==> src/rtl/vldrdy_pack2.sv <==
// Packs two consecutive DWIDTH-bit valid/ready input beats into one 2*DWIDTH
// word on a registered valid/ready output, at full throughput.
module vldrdy_pack2 #(
  parameter int DWIDTH    = 8,
  parameter bit MSB_FIRST = 1'b1,
  parameter int CNT_W     = 10
) (
  input  logic                  clk,
  input  logic                  rst_n,
  input  logic                  cfg_en,
  input  logic                  src_val,
  output logic                  src_rdy,
  input  logic [DWIDTH-1:0]     src_data,
  output logic                  dst_val,
  input  logic                  dst_rdy,
  output logic [2*DWIDTH-1:0]   dst_data,
  output logic [CNT_W-1:0]      word_cnt,
  output logic [1:0]            o_dbg_state
);

  // Handshake rule on both sides: a beat/word transfers on a rising edge
  // where valid and ready are both high; valid never waits on ready.

  // State encoding is {hi_vld, dst_val}, so the flags fall straight out of it.
  typedef enum logic [1:0] {
    S_EMPTY    = 2'b00,
    S_OUT      = 2'b01,
    S_HALF     = 2'b10,
    S_OUT_HALF = 2'b11
  } state_t;

  state_t                r_state;
  state_t                w_next;
  logic [DWIDTH-1:0]     r_hi;
  logic [2*DWIDTH-1:0]   r_data;
  logic [CNT_W-1:0]      r_cnt;
  logic                  w_src_hs;
  logic                  w_dst_hs;
  logic                  w_load_hi;
  logic                  w_load_word;
  logic [2*DWIDTH-1:0]   w_packed;

  // A second beat needs the output register empty or draining this cycle.
  assign src_rdy  = rst_n & cfg_en & (~r_state[1] | ~r_state[0] | dst_rdy);
  assign w_src_hs = src_val & src_rdy;
  assign w_dst_hs = r_state[0] & dst_rdy;
  assign w_packed = MSB_FIRST ? {r_hi, src_data} : {src_data, r_hi};

  always_comb begin
    w_next      = r_state;
    w_load_hi   = 1'b0;
    w_load_word = 1'b0;
    if (!cfg_en) begin
      w_next = S_EMPTY;
    end else begin
      case (r_state)
        S_EMPTY: begin
          if (w_src_hs) begin
            w_next    = S_HALF;
            w_load_hi = 1'b1;
          end
        end
        S_HALF: begin
          if (w_src_hs) begin
            w_next      = S_OUT;
            w_load_word = 1'b1;
          end
        end
        S_OUT: begin
          if (w_src_hs) begin
            w_load_hi = 1'b1;
            w_next    = w_dst_hs ? S_HALF : S_OUT_HALF;
          end else if (w_dst_hs) begin
            w_next = S_EMPTY;
          end
        end
        S_OUT_HALF: begin
          // src_hs here implies dst_hs, so the new word replaces the old one.
          if (w_src_hs) begin
            w_next      = S_OUT;
            w_load_word = 1'b1;
          end else if (w_dst_hs) begin
            w_next = S_HALF;
          end
        end
        default: w_next = S_EMPTY;
      endcase
    end
  end

  always_ff @(posedge clk or negedge rst_n) begin
    if (!rst_n) begin
      r_state <= S_EMPTY;
      r_hi    <= '0;
      r_data  <= '0;
      r_cnt   <= '0;
    end else begin
      r_state <= w_next;
      if (w_load_hi) begin
        r_hi <= src_data;
      end
      if (w_load_word) begin
        r_data <= w_packed;
      end
      // Counts even when cfg_en drops in the same cycle as the handshake.
      if (w_dst_hs) begin
        r_cnt <= r_cnt + 1'b1;
      end
    end
  end

  assign dst_val     = r_state[0];
  assign dst_data    = r_data;
  assign word_cnt    = r_cnt;
  assign o_dbg_state = r_state;

endmodule
==> config.mk <==
export PLATFORM = sky130hd
export DESIGN_NAME = vldrdy_pack2
export DESIGN_NICKNAME = d
export VERILOG_FILES = /design/src/rtl/vldrdy_pack2.sv
export SDC_FILE = /design/constraint.sdc
export NUM_CORES = 1
export LEC_CHECK = 0
export BUFFER_PORTS_ARGS = -buffer_cell sky130_fd_sc_hd__clkbuf_2
export CORE_UTILIZATION = 42
export CTS_CLUSTER_DIAMETER = 30
export DETAILED_ROUTE_END_ITERATION = 8
export GPL_TIMING_DRIVEN = 0
export PLACE_DENSITY_LB_ADDON = 0.05
export SETUP_SLACK_MARGIN = 0.15
export SLEW_MARGIN = 10
export SYNTH_ARGS = -nofsm -noshare
export SYNTH_HDL_FRONTEND = slang
export SYNTH_SLANG_ARGS = --single-unit
==> constraint.sdc <==
create_clock -name clk -period 1.45 [get_ports clk]
set_input_delay 0.435 -clock clk [delete_from_list [all_inputs] [get_ports clk]]
set_output_delay 0.435 -clock clk [all_outputs]
set_load 0.01 [all_outputs]
==> results.sh, run 1 <==
export IMPL_grt_pass1_vias=958
export IMPL_cts_tree="built"
export IMPL_cts_buffers_inserted=5
export IMPL_drtIter0Drc=21
export IMPL_synth_top_area_cell="dfrtp_1"
export IMPL_worstSetupStartpointType="flop"
export IMPL_ant_nets=0
export IMPL_dpl_hpwl_mm=1.75
export IMPL_core_mm2=0.00336
export IMPL_cap_violations=0
export IMPL_htree_levels=2
export IMPL_dr_max_layer_used="met4"
export IMPL_vias=1117
export IMPL_synth_top_area_share=0.602
export IMPL_fillers=265
export IMPL_synth_xor_area_frac=0.0527
export IMPL_ys_top_cells_by_area="dfrtp_1, mux2_2, mux2_4, xor2_1, xnor2_1"
export IMPL_rsz0062_at_grt="yes"
export IMPL_finalHoldViolCount=0
export IMPL_endpoint_kind="output pin"
export IMPL_wirelength_mm=3.35
export IMPL_synth_edf_count=0
export IMPL_regArea_um2=905
export IMPL_cpMaxStageDelayCell="dfrtp_2"
export IMPL_synthCells=100
export IMPL_synth_most_common_cell="dfrtp_1"
export IMPL_crit_fanout=3
export IMPL_multi_input_area_um2=658
export IMPL_io_pins=43
export IMPL_yosysUniqueCellTypes=24
export IMPL_finalSetupViolations=19
export IMPL_synth_fp_nets=114
export IMPL_dieArea_mm2=0.00381
export IMPL_synth_mux_area_frac=0.213
export IMPL_root_buffer="clkbuf_4"
export IMPL_min_period_ns=1.55
export IMPL_grt_usage=0.184
export IMPL_synth_async_reset_ratio=1.00
export IMPL_power_total_mw=2.81
export IMPL_slowest_delay_ns=0.45
export IMPL_finalSetupTns_ns=-1.13
export IMPL_wl_met1_mm=1.50
export IMPL_clkTransAtPathRegs_ns=0.11
export IMPL_ys_flop_type="dfrtp_1"
export IMPL_fin_skew_ns=0.00280
export IMPL_hold_path_class="input pin to flop"
export IMPL_netlist_top_cells_count="dfrtp_1, mux2_2, mux2_4"
export IMPL_die_x_um=61.7
export IMPL_slew_violations=0
export IMPL_synth_top_family_by_area="multiplexers"
export IMPL_clockBufferDepth=2
export IMPL_fmax_mhz=646
export IMPL_crit_chain="buf_6, buf_6, buf_6"
export IMPL_start_util=0.445
export IMPL_worstPathArrival_ns=1.11
export IMPL_required_ns=1.02
export IMPL_drc=0
export IMPL_synth_compound_area_frac=0.0192
export IMPL_dpl_cell_area_mm2=0.00178
export IMPL_die_h_um=61.7
export IMPL_met3_length_um=152
export IMPL_avgSynthCellArea_um2=15.0
export IMPL_run_status="finished with violations"
export IMPL_setup_ws_ns=-0.0977
export IMPL_drtPass1Iterations=4
export IMPL_num_antenna_cells=0
export IMPL_post_drt_wl_per_cell_um=14.3
export IMPL_nets=202
export IMPL_ys_warnings_count=0
export IMPL_worstMarginPinSlew_ns=0.802
export IMPL_slew_headroom=0.466
export IMPL_final_area_mm2=0.00237
export IMPL_finalCritPeriodShare=1.07
export IMPL_place_congestion=0.684
export IMPL_p_per_area_mw_per_mm2=1190
export IMPL_wl_met2_mm=1.68
export IMPL_viasPerCell=4.75
export IMPL_grt_overflow_total=0
export IMPL_synthAdderAreaFrac=0.00836
export IMPL_port_buffers=42
export IMPL_syn2layout_area_growth_pct=58.2
export IMPL_worstSkewPairLatency_ns=0.33
export IMPL_row_count=21
export IMPL_layout_drive_gt1_share=0.688
export IMPL_cp_common_cell="buf_6"
export IMPL_grt_max_degree=20
export IMPL_ys_ff_latch=36
export IMPL_path_class="flop to output pin"
export IMPL_violations="negative setup slack"
export IMPL_cts_sinks=36
export IMPL_synth_simple_gate_area_frac=0.0844
export IMPL_synth_seq_area_share=0.602
export IMPL_leakage_nw=1.31
export IMPL_grt_pass1_wl_mm=4.83
export IMPL_grt_antenna_before_repair=0
export IMPL_netlist_area_mm2=0.00150
export IMPL_ir_drop_uv=652
export IMPL_dp_slack_ns=-0.999
## state kept, by name (all words and copies together) (netlist names)
register and cells:
word_cnt 10, o_dbg_state 2, r_hi 8, dst_data 16
## per-layer routing
| layer | track usage | up-vias |
|---|---|---|
| met1 | 0.253 | 552 |
| met3 | 0.0538 | 4 |
| li1 | - | 529 |
| met5 | 0 | - |
| met2 | 0.280 | 32 |
| met4 | 0.0667 | 0 |
## cells in the final DEF (no fill, tap or decap), types with 2 or more instances in the layout
cell and count:
buf_2 19, buf_4 27, buf_6 17, clkbuf_16 2, clkbuf_2 14, clkbuf_4 5
clkbuf_8 2, dfrtp_1 33, dfrtp_2 3, mux2_2 11, mux2_4 14, nand2_1 3
nand3_1 3, nand3_2 3, nor2_4 2, nor3_4 2, xnor2_1 3, xor2_1 6
## stage by stage
stage	hold WS, ns	utilization	instances
6_report	0.345	0.704	235
4_1_cts	0.323	0.647	228
3_3_place_gp	0.457	0.529	188
2_1_floorplan	0.139	-	100
3_5_place_dp	0.470	0.529	188
5_1_grt	0.310	0.704	235
## timing repair
| item | CTS | global route |
|---|---|---|
| setup buffers | 28 | 7 |
| pin swaps | 4 | 5 |
| cloned | 2 | 0 |
| setup endpoints to repair | 56 | 69 |
| resized for setup | 17 | 57 |
| endpoints found under the hold margin | 36 | 0 |
| hold buffers | 2 | 0 |
## cells by family after synthesis
logic type	Yosys count
AO/OA/AOI/OAI	4
XOR/XNOR	9
buffers and inverters	4
AND/OR/NAND/NOR	21
adder cells (fa/ha/maj)	1
multiplexers	25
flip-flops	36
## worst max-delay path: cells and delay by family, from the launching register on
family                 cells  cell delay [ns]
flip-flops                 1             0.45
buffers and inverters      3             0.34
## path summary, 6_finish.rpt
path | from | to | slack [ns] | cells after the start
setup / recovery | o_dbg_state[0]$_DFFE_PN0P_ | o_dbg_state[0] | -0.1 | 3
setup reg to reg | o_dbg_state[0]$_DFFE_PN0P_ | dst_data[13]$_DFFE_PN0P_ | -0.08 | 7
hold reg to reg | r_hi[4]$_DFFE_PN0P_ | dst_data[12]$_DFFE_PN0P_ | 0.52 | 1
min in group asynchronous | rst_n | word_cnt[7]$_DFFE_PN0P_ | 0.37 | 2
max in group asynchronous | rst_n | o_dbg_state[0]$_DFFE_PN0P_ | 0.53 | 2
hold / removal | src_data[0] | dst_data[0]$_DFFE_PN0P_ | 0.35 | 2
## final cells by class
class	instances	share of cell area
sequential	36	0.382
tap	46	0.0243
inverter	1	0.00159
clock inverter	1	0.00317
buffer	3	0.0180
multi-input combinational	60	0.278
clock buffer	7	0.0233
timing repair buffer	81	0.270
## power breakdown
group	internal, mW	switching (mW)
clock network	0.238	0.335
registers	1.21	0.107
logic	0.586	0.329
total	2.04	0.771
Power figures use the tool's default switching activity.
==> run 2, diff against run 1 <==
- CORE_UTILIZATION: 42 -> 45
- SLEW_MARGIN: 10 -> 15
==> results.sh, run 2 (synthesis gave the netlist of run 1 again) <==
export IMPL_cts_buffers_inserted=5
export IMPL_worstMarginPinSlew_ns=0.840
export IMPL_fin_util=0.728
export IMPL_swShare=0.273
export IMPL_grt_overflow_total=0
export IMPL_nets=200
export IMPL_worstPathArrival_ns=1.11
export IMPL_p_int_mw=1.96
export IMPL_port_buffers=42
export IMPL_slew_violations=0
export IMPL_clkTransAtPathRegs_ns=0.10
export IMPL_final_cell_mix="dfrtp_1, buf_4, buf_2"
export IMPL_finalSetupViolations=3
export IMPL_layout_commonest_cell="dfrtp_1"
export IMPL_power_total_mw=2.70
export IMPL_finalHoldViolCount=0
export IMPL_start_util=0.482
export IMPL_ir_drop_uv=615
export IMPL_slowest_delay_ns=0.41
export IMPL_power_frac_seq=0.489
export IMPL_htree_levels=2
export IMPL_grt_antenna_before_repair=0
export IMPL_fillers=234
export IMPL_switchingPower_mw=0.736
export IMPL_io_pins=43
export IMPL_grt_max_degree=39
export IMPL_hold_path_class="input pin to flop"
export IMPL_viasPerCell=4.78
export IMPL_root_buffer="clkbuf_4"
export IMPL_run_status="finished with violations"
export IMPL_fin_skew_ns=0.0128
export IMPL_drtPass1Iterations=2
export IMPL_wirelength_mm=3.29
export IMPL_min_period_ns=1.54
export IMPL_post_drt_wl_per_cell_um=14.3
export IMPL_die_h_um=59.7
export IMPL_cts_tree="built"
export IMPL_dpl_hpwl_mm=1.77
export IMPL_cap_violations=0
export IMPL_layout_drive_gt1_share=0.661
export IMPL_crit_fanout=4
export IMPL_setup_ws_ns=-0.0948
export IMPL_core_mm2=0.00310
export IMPL_syn2layout_area_growth_pct=50.9
export IMPL_p_per_area_mw_per_mm2=1190
export IMPL_drtIter0Drc=27
export IMPL_largest_reg_flops=16
export IMPL_cpMaxStageDelayCell="dfrtp_2"
export IMPL_num_antenna_cells=0
export IMPL_rsz0062_at_grt="yes"
export IMPL_p_comb_frac=0.332
export IMPL_required_ns=1.02
export IMPL_slew_headroom=0.438
export IMPL_cts_sinks=36
export IMPL_leakage_nw=1.24
export IMPL_pwr_share_clk=0.179
export IMPL_grt_pass1_vias=992
export IMPL_grt_usage=0.182
export IMPL_path_class="flop to output pin"
export IMPL_row_count=20
export IMPL_grt_pass1_wl_mm=4.56
export IMPL_die_x_um=59.7
export IMPL_clockBufferDepth=2
export IMPL_drc=0
export IMPL_ant_nets=0
export IMPL_dieArea_mm2=0.00356
export IMPL_finalCritPeriodShare=1.07
export IMPL_worstSkewPairLatency_ns=0.33
export IMPL_vias=1099
export IMPL_crit_chain="nand2b_4, o211a_1, clkbuf_2"
export IMPL_worstSetupStartpointType="flop"
export IMPL_endpoint_kind="output pin"
export IMPL_fmax_mhz=647
export IMPL_violations="negative setup slack"
export IMPL_place_congestion=0.691
[run 2: worst max-delay path: cells and delay by family (launching register included)]
kind | cells | cell delay, ns
AO/OA/AOI/OAI | 1 | 0.20
buffers and inverters | 1 | 0.12
flip-flops | 1 | 0.41
AND/OR/NAND/NOR | 1 | 0.06
[run 2: timing repair]
| item | CTS | global route |
|---|---|---|
| setup buffers | 19 | 14 |
| endpoints found under the setup margin | 48 | 57 |
| gates resized for setup | 19 | 39 |
| cloned | 1 | 1 |
| hold endpoints to repair | 36 | 36 |
| pin swaps | 3 | 4 |
[run 2: metrics by stage]
step / cell area, um2 / hold WS (ns) / worst slack, ns / setup TNS, ns / cells
after floorplan: 1510 / 0.139 / 0.0441 / 0 / 100
after global placement: 1780 / 0.456 / -0.951 / -21.82 / 186
after detailed placement: 1780 / 0.469 / -0.994 / -22.94 / 186
after CTS: 2070 / -0.0562 / -0.115 / -0.174 / 213
after global routing: 2260 / 0.338 / -0.169 / -0.937 / 230
final: 2260 / 0.348 / -0.0948 / -0.119 / 230
[run 2: cell type report]
| class | instances | area (um2) | area share |
|---|---|---|---|
| inverter | 1 | 3.75 | 0.00166 |
| clock buffer | 6 | 41.3 | 0.0183 |
| buffer | 3 | 38.8 | 0.0172 |
| multi-input combinational | 60 | 628 | 0.278 |
| clock inverter | 1 | 5.00 | 0.00222 |
| timing repair buffer | 79 | 582 | 0.258 |
| tap | 44 | 55.1 | 0.0244 |
| sequential | 36 | 905 | 0.401 |
[run 2: final timing paths]
kind / startpoint / to / slack, ns / cells after the start
max: o_dbg_state[0]$_DFFE_PN0P_ / src_rdy / -0.09 / 3
min: src_data[2] / dst_data[2]$_DFFE_PN0P_ / 0.35 / 2
max reg2reg: o_dbg_state[0]$_DFFE_PN0P_ / dst_data[12]$_DFFE_PN0P_ / 0.01 / 6
min reg2reg: r_hi[1]$_DFFE_PN0P_ / dst_data[9]$_DFFE_PN0P_ / 0.51 / 1
max in group asynchronous: rst_n / o_dbg_state[1]$_DFFE_PN0P_ / 0.12 / 2
min in group asynchronous: rst_n / dst_data[9]$_DFFE_PN0P_ / 0.71 / 2
[run 2: power groups by stage]
stage          Clock (mW)  Combinational, mW  Sequential, mW
3_3_place_gp            0              0.582            1.35
6_report            0.482              0.897            1.32
2_1_floorplan           0              0.275            1.43
5_1_grt             0.544              0.969            1.35
3_5_place_dp            0              0.597            1.37
4_1_cts             0.505              0.757            1.33
[run 2: layer usage]
layer | wire, um | GRT usage | part of all wire
met5 | 0 | 0 | 0
met4 | 42 | 0.0797 | 0.013
met3 | 154 | 0.0606 | 0.047
met1 | 1480 | 0.231 | 0.45
met2 | 1610 | 0.283 | 0.49
==> run 3, diff against run 2 <==
- ABC_AREA: default -> 1
- GPL_TIMING_DRIVEN: 0 -> default
==> results.sh, run 3 <==
export IMPL_cts_sinks=36
export IMPL_dpl_cell_area_mm2=0.00193
export IMPL_run_status="finished with violations"
export IMPL_ys_top_cells_by_area="dfrtp_1, nand2_1, o21ai_0, inv_1, nand4_1"
export IMPL_layout_drive_gt1_share=0.403
export IMPL_finalHoldViolCount=0
export IMPL_grt_antenna_before_repair=0
export IMPL_place_congestion=0.792
export IMPL_synth_async_reset_ratio=1.00
export IMPL_cap_violations=0
export IMPL_setup_ws_ns=-0.0572
export IMPL_min_period_ns=1.51
export IMPL_root_buffer="clkbuf_4"
export IMPL_io_pins=43
export IMPL_synth_top_area_share=0.547
export IMPL_dpl_hpwl_mm=2.59
export IMPL_core_mm2=0.00342
export IMPL_worstMarginPinSlew_ns=0.441
export IMPL_worstPathArrival_ns=1.07
export IMPL_syn2layout_area_growth_pct=38.0
export IMPL_path_class="flop to output pin"
export IMPL_rsz0062_at_grt="yes"
export IMPL_final_area_mm2=0.00227
export IMPL_synth_fp_nets=200
export IMPL_ctsHoldBuffers=0
export IMPL_worstSetupStartpointType="flop"
export IMPL_reg2reg_to="dst_data[0]$_DFFE_PN0P_"
export IMPL_viasPerCell=4.88
export IMPL_start_util=0.482
export IMPL_synth_seq_area_share=0.547
export IMPL_post_layout_nonfiller_instances=309
export IMPL_synthCells=186
export IMPL_grt_overflow_total=0
export IMPL_vias=1509
export IMPL_drc=0
export IMPL_netlist_top_cells_count="nand2_1, dfrtp_1, o21ai_0"
export IMPL_drtPass1Iterations=4
export IMPL_ys_flop_type="dfrtp_1"
export IMPL_die_x_um=62.5
export IMPL_dp_cells=276
export IMPL_grt_max_degree=37
export IMPL_synth_edf_count=0
export IMPL_rrSetupSlack_ns=0.10
export IMPL_violations="negative setup slack"
export IMPL_cp_endpoint="src_rdy"
export IMPL_final_cell_mix="nand2_1, dfrtp_1, buf_4"
export IMPL_cts_buffers_inserted=5
export IMPL_synthAdderAreaFrac=0.00759
export IMPL_layout_commonest_cell="nand2_1"
export IMPL_ant_nets=0
export IMPL_finalSetupViolations=4
export IMPL_ys_warnings_count=0
export IMPL_ir_drop_uv=680
export IMPL_grt_pass1_wl_mm=6.58
export IMPL_nets=277
export IMPL_die_h_um=62.5
export IMPL_crit_fanout=2
export IMPL_synth_xor_area_frac=0.0319
export IMPL_worstSkewPairLatency_ns=0.33
export IMPL_synth_most_common_cell="nand2_1"
export IMPL_crit_reg2reg_launch="o_dbg_state[0]$_DFFE_PN0P_"
export IMPL_leakage_nw=1.28
export IMPL_netlist_area_mm2=0.00165
export IMPL_synth_top_family_by_area="simple AND/OR/NAND/NOR gates"
export IMPL_port_buffers=42
export IMPL_dieArea_mm2=0.00391
export IMPL_synth_top_area_cell="dfrtp_1"
export IMPL_p_per_area_mw_per_mm2=990
export IMPL_yosysUniqueCellTypes=27
export IMPL_largest_reg_flops=16
export IMPL_grt_usage=0.218
export IMPL_wirelength_mm=3.93
export IMPL_synth_simple_gate_area_frac=0.271
export IMPL_endpoint_kind="output pin"
export IMPL_ff2ff_path_depth=6
export IMPL_num_antenna_cells=0
export IMPL_grt_pass1_vias=1428
export IMPL_slew_headroom=0.706
export IMPL_row_count=21
export IMPL_clkTransAtPathRegs_ns=0.10
export IMPL_htree_levels=2
export IMPL_slew_violations=0
export IMPL_synth_mux_area_frac=0.00683
export IMPL_drtIter0Drc=57
export IMPL_ys_ff_latch=36
export IMPL_crit_start="o_dbg_state[1]$_DFFE_PN0P_"
export IMPL_cts_tree="built"
export IMPL_finalCritPeriodShare=1.04
export IMPL_post_drt_wl_per_cell_um=12.7
export IMPL_required_ns=1.02
export IMPL_synth_compound_area_frac=0.0661
export IMPL_hold_path_class="input pin to asynchronous set/reset pin"
export IMPL_fin_skew_ns=0.00399
export IMPL_clockBufferDepth=2
export IMPL_avgSynthCellArea_um2=8.86
export IMPL_fmax_mhz=663
-- run 3: cell count changes after synthesis, moves of 2 or more --
cell	delta
mux2_2	-14
inv_1	+13
nand2_1	+72
mux2_4	-10
xor2_1	-2
inv_2	+3
nand4_1	+5
o21ai_0	+15
a21oi_1	+2
buf_2	+2
-- run 3: what timing repair did --
item                                    in CTS  in global routing
pin swaps                                    6                  4
buffers inserted                            19                  5
resized for setup                           19                 44
gates cloned                                 1                  1
endpoints found under the setup margin      42                 62
-- run 3: kinds of logic (layout without fill, tap and decap cells) --
group | count (synthesis) | in the layout
buffers and inverters | 24 | 100
AO/OA/AOI/OAI | 21 | 21
AND/OR/NAND/NOR | 97 | 98
flip-flops | 36 | 36
adder cells (fa/ha/maj) | 1 | 1
XOR/XNOR | 6 | 6
multiplexers | 1 | 1
-- run 3: power breakdown --
part	switching [mW]	internal (mW)	leakage, nW
clock network	0.303	0.275	0.0374
registers	0.0748	1.14	0.450
logic	0.251	0.206	0.792
-- run 3: how the worst min path moves through the flow --
stage	end	slack [ns]	cells past startpoint
final	word_cnt[1]$_DFFE_PN0P_	0.17	2
after CTS	dst_data[7]$_DFFE_PN0P_	0.17	2
after global placement	dst_data[14]$_DFFE_PN0P_	0.46	2
after global routing	word_cnt[1]$_DFFE_PN0P_	0.18	2
after detailed placement	dst_data[14]$_DFFE_PN0P_	0.47	2
after floorplan	dst_data[0]$_DFFE_PN0P_	0.14	0
-- run 3: metrics by stage --
stage	setup TNS, ns	util	setup WS (ns)	total power [mW]	hold WS (ns)
finish	-0.196	0.666	-0.0572	2.25	0.171
global route	-0.389	0.666	-0.108	2.39	0.184
CTS	-0.254	0.642	-0.102	2.24	0.173
detailed placement	-0.168	0.566	-0.0311	1.62	0.465
global placement	0	0.566	0.0585	1.60	0.461
floorplan	0	-	0.175	1.42	0.139
-- run 3: final cells by class --
type | count | area (um2)
multi-input combinational | 127 | 691
inverter | 17 | 68.8
tap | 46 | 57.6
fill | 301 | 1140
timing repair buffer | 76 | 488
sequential | 36 | 903
clock buffer | 7 | 65.1
-- run 3: worst max-delay path: stages (launching register included) --
cell     delay [ns]
dfrtp_2        0.42
a31oi_2        0.17
buf_2          0.15
-- run 3: layer usage --
layer | vias to the layer above | wire, um | part of all wire | global-route usage
li1 | 745 | - | - | -
met1 | 704 | 1610 | 0.41 | 0.279
met2 | 50 | 2040 | 0.52 | 0.364
met3 | 10 | 193 | 0.049 | 0.0401
met4 | 0 | 81 | 0.021 | 0.0872
met5 | - | 0 | 0 | 0
